===== config.mk =====
export PLATFORM = sky130hd
export DESIGN_NAME = rggen_adapter_request_stage
export DESIGN_NICKNAME = d
export VERILOG_FILES = /design/src/rtl/rggen_adapter_request_stage.sv
export SDC_FILE = /design/constraint.sdc
export NUM_CORES = 1
export LEC_CHECK = 0
export ABC_AREA = 1
export BUFFER_PORTS_ARGS = -buffer_cell sky130_fd_sc_hd__buf_4
export CORE_MARGIN = 2
export CORE_UTILIZATION = 30
export CTS_CLUSTER_SIZE = 25
export DETAILED_ROUTE_END_ITERATION = 8
export GPL_TIMING_DRIVEN = 0
export PLACE_DENSITY = 0.54
export SLEW_MARGIN = 20
export SYNTH_ARGS = -nofsm -noshare
export SYNTH_HDL_FRONTEND = slang
export SYNTH_SLANG_ARGS = --single-unit
export TNS_END_PERCENT = 50

===== constraint.sdc =====
create_clock -name i_clk -period 5.9 [get_ports i_clk]
set_clock_uncertainty 0.1 [all_clocks]
set_input_delay 0.885 -clock i_clk [delete_from_list [all_inputs] [get_ports i_clk]]
set_output_delay 0.885 -clock i_clk [all_outputs]
set_load 0.02 [all_outputs]

===== src/rtl/rggen_adapter_request_stage.sv =====
// Bus-side request stage: accepts one bus request, drives it onto the register request bus
// and returns exactly one response, including decode-miss and timeout errors.
module rggen_adapter_request_stage #(
    parameter int unsigned ADDRESS_WIDTH  = 8,
    parameter int unsigned BUS_WIDTH      = 32,
    parameter int unsigned REGISTERS      = 1,
    parameter int unsigned TIMEOUT_CYCLES = 0,
    parameter int unsigned ERROR_STATUS   = 0
) (
    input  logic                           i_clk,
    input  logic                           i_rst,
    input  logic                           i_bus_valid,
    input  logic [1:0]                     i_bus_access,
    input  logic [ADDRESS_WIDTH-1:0]       i_bus_address,
    input  logic [BUS_WIDTH-1:0]           i_bus_write_data,
    input  logic [BUS_WIDTH/8-1:0]         i_bus_strobe,
    output logic                           o_bus_ready,
    output logic [1:0]                     o_bus_status,
    output logic [BUS_WIDTH-1:0]           o_bus_read_data,
    output logic                           o_register_valid,
    output logic [1:0]                     o_register_access,
    output logic [ADDRESS_WIDTH-1:0]       o_register_address,
    output logic [BUS_WIDTH-1:0]           o_register_write_data,
    output logic [BUS_WIDTH/8-1:0]         o_register_strobe,
    input  logic [REGISTERS-1:0]           i_register_active,
    input  logic [REGISTERS-1:0]           i_register_ready,
    input  logic [2*REGISTERS-1:0]         i_register_status,
    input  logic [BUS_WIDTH*REGISTERS-1:0] i_register_read_data
);

    localparam int unsigned COUNTER_WIDTH =
        (TIMEOUT_CYCLES > 0) ? $clog2(TIMEOUT_CYCLES + 1) : 1;
    localparam logic ERROR_BIT = (ERROR_STATUS != 0);

    typedef enum logic [1:0] {
        StIdle,
        StRequest,
        StResponse
    } state_e;

    state_e                   state_q;
    logic [COUNTER_WIDTH-1:0] counter_q;

    logic [REGISTERS-1:0] hit;
    logic [1:0]           hit_status;
    logic [BUS_WIDTH-1:0] hit_data;
    logic                 timeout;
    logic                 done;
    logic [1:0]           done_status;
    logic [BUS_WIDTH-1:0] done_data;

    assign hit = i_register_active & i_register_ready;

    // Decoders never overlap, so OR-merging the completing slots is a plain mux.
    always_comb begin
        hit_status = '0;
        hit_data   = '0;
        for (int i = 0; i < REGISTERS; i++) begin
            if (hit[i]) begin
                hit_status = hit_status | i_register_status[2*i+:2];
                hit_data   = hit_data | i_register_read_data[BUS_WIDTH*i+:BUS_WIDTH];
            end
        end
    end

    assign timeout = (TIMEOUT_CYCLES != 0) &&
                     (counter_q == COUNTER_WIDTH'(TIMEOUT_CYCLES - 1));

    // Priority: decode miss, then completion (beats a same-cycle timeout), then timeout.
    always_comb begin
        done        = 1'b1;
        done_status = '0;
        done_data   = '0;
        if (i_register_active == '0) begin
            done_status = {ERROR_BIT, 1'b0};
        end else if (hit != '0) begin
            done_status = hit_status;
            if (!o_register_access[0]) begin
                done_data = hit_data;
            end
        end else if (timeout) begin
            done_status = 2'b11;
        end else begin
            done = 1'b0;
        end
    end

    always_ff @(posedge i_clk or posedge i_rst) begin
        if (i_rst) begin
            state_q               <= StIdle;
            counter_q             <= '0;
            o_bus_ready           <= 1'b0;
            o_bus_status          <= '0;
            o_bus_read_data       <= '0;
            o_register_valid      <= 1'b0;
            o_register_access     <= '0;
            o_register_address    <= '0;
            o_register_write_data <= '0;
            o_register_strobe     <= '0;
        end else begin
            o_bus_ready     <= 1'b0;
            o_bus_status    <= '0;
            o_bus_read_data <= '0;
            case (state_q)
                StIdle: begin
                    if (i_bus_valid) begin
                        state_q               <= StRequest;
                        o_register_valid      <= 1'b1;
                        o_register_access     <= i_bus_access;
                        o_register_address    <= i_bus_address;
                        o_register_write_data <= i_bus_write_data;
                        o_register_strobe     <= i_bus_strobe;
                    end
                end
                StRequest: begin
                    if (done) begin
                        state_q          <= StResponse;
                        o_register_valid <= 1'b0;
                        o_bus_ready      <= 1'b1;
                        o_bus_status     <= done_status;
                        o_bus_read_data  <= done_data;
                    end else if (TIMEOUT_CYCLES != 0) begin
                        counter_q <= counter_q + COUNTER_WIDTH'(1);
                    end
                end
                StResponse: begin
                    state_q   <= StIdle;
                    counter_q <= '0;
                end
                default: begin
                    state_q <= StIdle;
                end
            endcase
        end
    end

endmodule

After elaboration in Yosys (flattened, before gate mapping)
Index checks and enable logic that the tools add are counted.

word-level totals
  register bits = 84
  input port bits = 85
  output and inout port bits = 82
  word-level logic and storage cells = 37

cells by class
  equality and inequality tests = 3
  mux-type cells = 19
  bitwise gates (word level) = 1
  reduce and logical (&&, ||, !) cells = 5

operator list
  operator                                                               number
  32-bit two-way mux                                                     5
  2-bit two-way mux                                                      6
  1-bit two-way mux                                                      6
  2-bit inequality test, second input constant                           2
  2-bit case mux with 2 select lines                                     1
  2-bit AND reduction                                                    2
  3-bit AND reduction                                                    1
  2-bit by 1-bit equality test with 1-bit output, second input constant  1
  2-bit zero test                                                        1
  1-bit case mux with 2 select lines                                     1
  2-bit nonzero test                                                     1
  1-bit AND                                                              1

Logic depth before layout (Yosys ltp)
  depth after elaboration = 5
  mapped depth = 6
  gate-level depth less buffers = 5

Worst setup path after synthesis
No wires, ideal clock.

  path type = input to register
  from = input port i_register_active
  to = register o_bus_read_data[10]
  library setup time = 0.069 ns
  arrival time = 1.469 ns
  required time = 5.731 ns
  slack = 4.262 ns
  cell stages on the path = 5
  path buffers = 2
  path through = nand2_1 > or2_1 > buf_6 > buf_12 > nor2_2

between the ends
  cells in the longest elaborated chain, start to end = 5
  elaborated cells between the ends (all ways) = 7
  those cells by class = mux: 6; bitwise: 1

RTL lines
  element                                                  RTL line  source
  from (decl)                                              25        input logic [REGISTERS-1:0] i_register_active,
  1-bit AND                                                52        assign hit = i_register_active & i_register_ready;
  32-bit two-way mux or 1-bit two-way mux (tied branches)  76        end else if (hit != '0) begin
  32-bit two-way mux or 1-bit two-way mux (tied branches)  74        if (i_register_active == '0) begin
  32-bit two-way mux (*)                                   116       if (done) begin
  32-bit two-way mux (*)                                   104       case (state_q)
  to (signal assigned)                                     121       o_bus_read_data <= done_data;
  to (decl)                                                19        output logic [BUS_WIDTH-1:0] o_bus_read_data,

Every way passes the cells marked *; elsewhere a longest branch is shown, timed or not.
A chain may end at the register's enable or synchronous reset.

Worst setup path after layout
  from = register o_register_access[0]
  to = output port o_register_access[0]

RTL lines
  element                 RTL line  source
  from (decl)             21        output logic [1:0] o_register_access,
  from (signal assigned)  109       o_register_access <= i_bus_access;

No word-level cell between the ends.

==> reports/qor_table.md <==
| Quantity | Value | Unit |
|---|---|---|
| Status | completed | - |
| I/O pin cnt | 167 | - |
| Largest area contributor in the synthesized netlist | dfrtp_1 | - |
| Detailed placement HPWL | 6.26 | mm |
| Number of iterations in the first detailed-routing pass | 4 | - |
| Fin area | 0.00492 | sq mm |
| RSZ-0062 raised after global routing | false | - |
| Detailed router's first-iteration violation count | 128 | - |
| Count of warnings emitted by yosys | 0 | - |
| First-pass GRT wire length | 13.5 | mm |
| Tightest hold margin | 0.376 | ns |
| Max cap viols | 0 | - |
| CP Data Arrival Time | 0.92 | ns |
| Via count normalized by instance count | 4.26 | - |
| Min-Delay Path Class | reg -> reg | - |
| Inserted Clock Buffers | 9 | - |
| Count of different cell masters after synthesis | 13 | - |
| Count of endpoints failing hold in the final timing report | 0 | - |
| Global Route Usage Sum | 0.149 | - |
| Wire per inst | 13.1 | um |
| Crit-path cells | buf_4 | - |
| Count of H-tree levels built during CTS | 3 | - |
| FMAX | 526 | MHz |
| Core Rows | 38 | - |
| Skew-Pair Late Insertion Delay | 0.34 | ns |
| Total power divided by cell area | 376 | mW/mm^2 |
| Antenna fix cells | 0 | - |
| Buffering stage count on the worst path with inverters included | 1 | - |
| Horizontal die dimension | 109 | um |
| Count of endpoints failing setup in the final report | 0 | - |
| Data required time at the worst endpoint | 4.91 | ns |
| Final worst path period share | 0.322 | - |
| Number of post-CTS setup repair buffers | 0 | - |
| Number of global-route vias before repair | 2720 | - |
| Area growth from synthesis to layout | 49.8 | % |
| Post-layout util | 0.458 | - |
| Crit path kind | reg -> out | - |
| Antenna violations before repair | 0 | - |
| Mapped Avg Cell Area | 9.95 | sq um |
| Total overflow reported by the global router | 0 | - |
| Minimum clock period after layout | 1.90 | ns |
| Clk root buf | clkbuf_8 | - |
| Number of standard cells in the final layout excluding fillers | 653 | - |
| Critical path's largest stage delay | 0.41 | ns |
| Sequential fraction of the synthesis area | 0.640 | - |
| Register bit total from synthesis | 84 | - |
| Setup tns final | 0 | ns |
| Synthesized instance count | 330 | - |
| Most frequent cells in the layout | buf_4, nand2_1, dfrtp_1 | - |
| Largest voltage drop on the vdd net | 153 | uV |
| Maximum fanout along the worst path | 3 | - |
| Area taken by multi-input logic gates | 961 | sq um |
| Slew margin rel. | 0.664 | - |
| Post-route DRC | 0 | - |
| Standard cell area after detailed placement | 0.00473 | sq mm |
| Count of port buffers added during placement | 166 | - |
| Dpl cells | 637 | - |
| Clk pin slew, worst setup/hold paths | 0.08 | ns |
| Layout cells sized above 1 | 0.460 | - |
| Count of hold buffers inserted by post-cts repair | 0 | - |
| Cell Area, Synth | 0.00328 | sq mm |
| Core outline area | 0.0107 | sq mm |
| Vertical die dimension | 109 | um |
| Category of the worst setup path capture point | primary output | - |
| Register cell area after layout | 0.00210 | sq mm |
| Top-area cell type share of the netlist area | 0.640 | - |
| Leakage dissipation | 2.67 | nW |
| Antenna violation net count after detailed routing | 0 | - |
| Largest cells by area after synthesis | dfrtp_1, nand2_1, nand3_1 | - |
| Sink count of the clock tree | 84 | - |
| Most common cell after layout, fill and taps aside | buf_4 | - |
| Category of the worst setup path launch point | register | - |
| R2R setup slack | 4.59 | ns |
| Layout fillers | 1088 | - |
| Cell family with the largest share of critical-path delay | flip-flops | - |
| Placer Congestion | 0.730 | - |
| Clock tree from TritonCTS | yes | - |
| Initial core utilization | 0.305 | - |
| Final nets | 593 | - |
| Final count of pins violating max slew | 0 | - |
| Slowest-stage cell, CP | dfrtp_1 | - |
| Via total after detailed routing | 2781 | - |
| Slew at the pin with the worst max-slew slack | 0.505 | ns |
| Post-CTS resize count | 0 | - |
| Die area | 0.0118 | sq mm |
| Maximum number of pins on one net before global-route repair | 47 | - |
| Bufs on Longest Clock Path | 2 | - |
| Total nets after synthesis | 415 | - |
| Routed WL | 8.53 | mm |
## where the power goes
group	switching [W]	total (W)	internal (W)
Clock	0.000197	0.000391	0.000194
Sequential	0.0000708	0.000772	0.000701
Combinational	0.000394	0.000685	0.000290
## worst min-delay path, stage by stage (launching register included)
cell and delay [ns]:
dfrtp_1 0.35, nand2_1 0.05, nand2_1 0.05
## kinds of logic after synthesis
group | synth area share
AND/OR/NAND/NOR | 0.291
flip-flops | 0.640
AO/OA/AOI/OAI | 0.00152
buffers and inverters | 0.0667
## worst paths after layout
check / start / endpoint / cells after the start
setup / recovery: o_register_access[0] / o_register_access[0] / 1
hold / removal: o_register_write_data[2] / o_register_write_data[2] / 2
setup reg to reg: state_q[1] / o_register_access[0] / 5
hold reg to reg: o_register_write_data[2] / o_register_write_data[2] / 2
max in group asynchronous: i_rst / o_register_address[5] / 3
min in group asynchronous: i_rst / o_bus_read_data[7] / 2
## area by class of cell
class	count	area share
Multi-Input combinational cell	217	0.195
Timing Repair Buffer	167	0.259
Tap cell	140	0.0356
Inverter	7	0.00585
Clock buffer	11	0.0267
Clock inverter	5	0.0107
Sequential cell	84	0.427
Buffer	22	0.0392
## metrics by stage
stage | setup slack [ns] | total power, W
after floorplan | 2.75 | 0.00116
after global placement | 1.67 | 0.00147
after detailed placement | 4.06 | 0.00148
after CTS | 3.97 | 0.00188
after global routing | 3.96 | 0.00197
final | 4.00 | 0.00185
## synthesized netlist by cell type
master and instances:
inv_1 7, buf_2 10, nor2_2 31, nand3_1 46
nor2_1 4, buf_4 5, nor2_4 1, nand2_1 133
buf_12 3, o21ai_0 1, buf_6 4, dfrtp_1 84
or2_1 1
## layer usage
| layer | share of wire | routed length (um) | GRT usage | vias up |
|---|---|---|---|---|
| li1 | - | - | - | 1376 |
| met2 | 0.45 | 3870 | 0.233 | 111 |
| met4 | 0.013 | 108 | 0.0659 | 0 |
| met1 | 0.44 | 3780 | 0.194 | 1286 |
| met5 | 0 | 0 | 0 | - |
| met3 | 0.090 | 766 | 0.0404 | 8 |
## flip-flops by register name, summed over array words and instances (netlist names)
| signal | count |
|---|---|
| o_bus_read_data | 32 |
| o_register_write_data | 32 |
| o_register_address | 8 |
| o_register_strobe | 4 |
| o_bus_status | 2 |
| o_register_access | 2 |
| state_q | 2 |
| o_bus_ready | 1 |
| o_register_valid | 1 |
(Power assumes the default switching activity.)
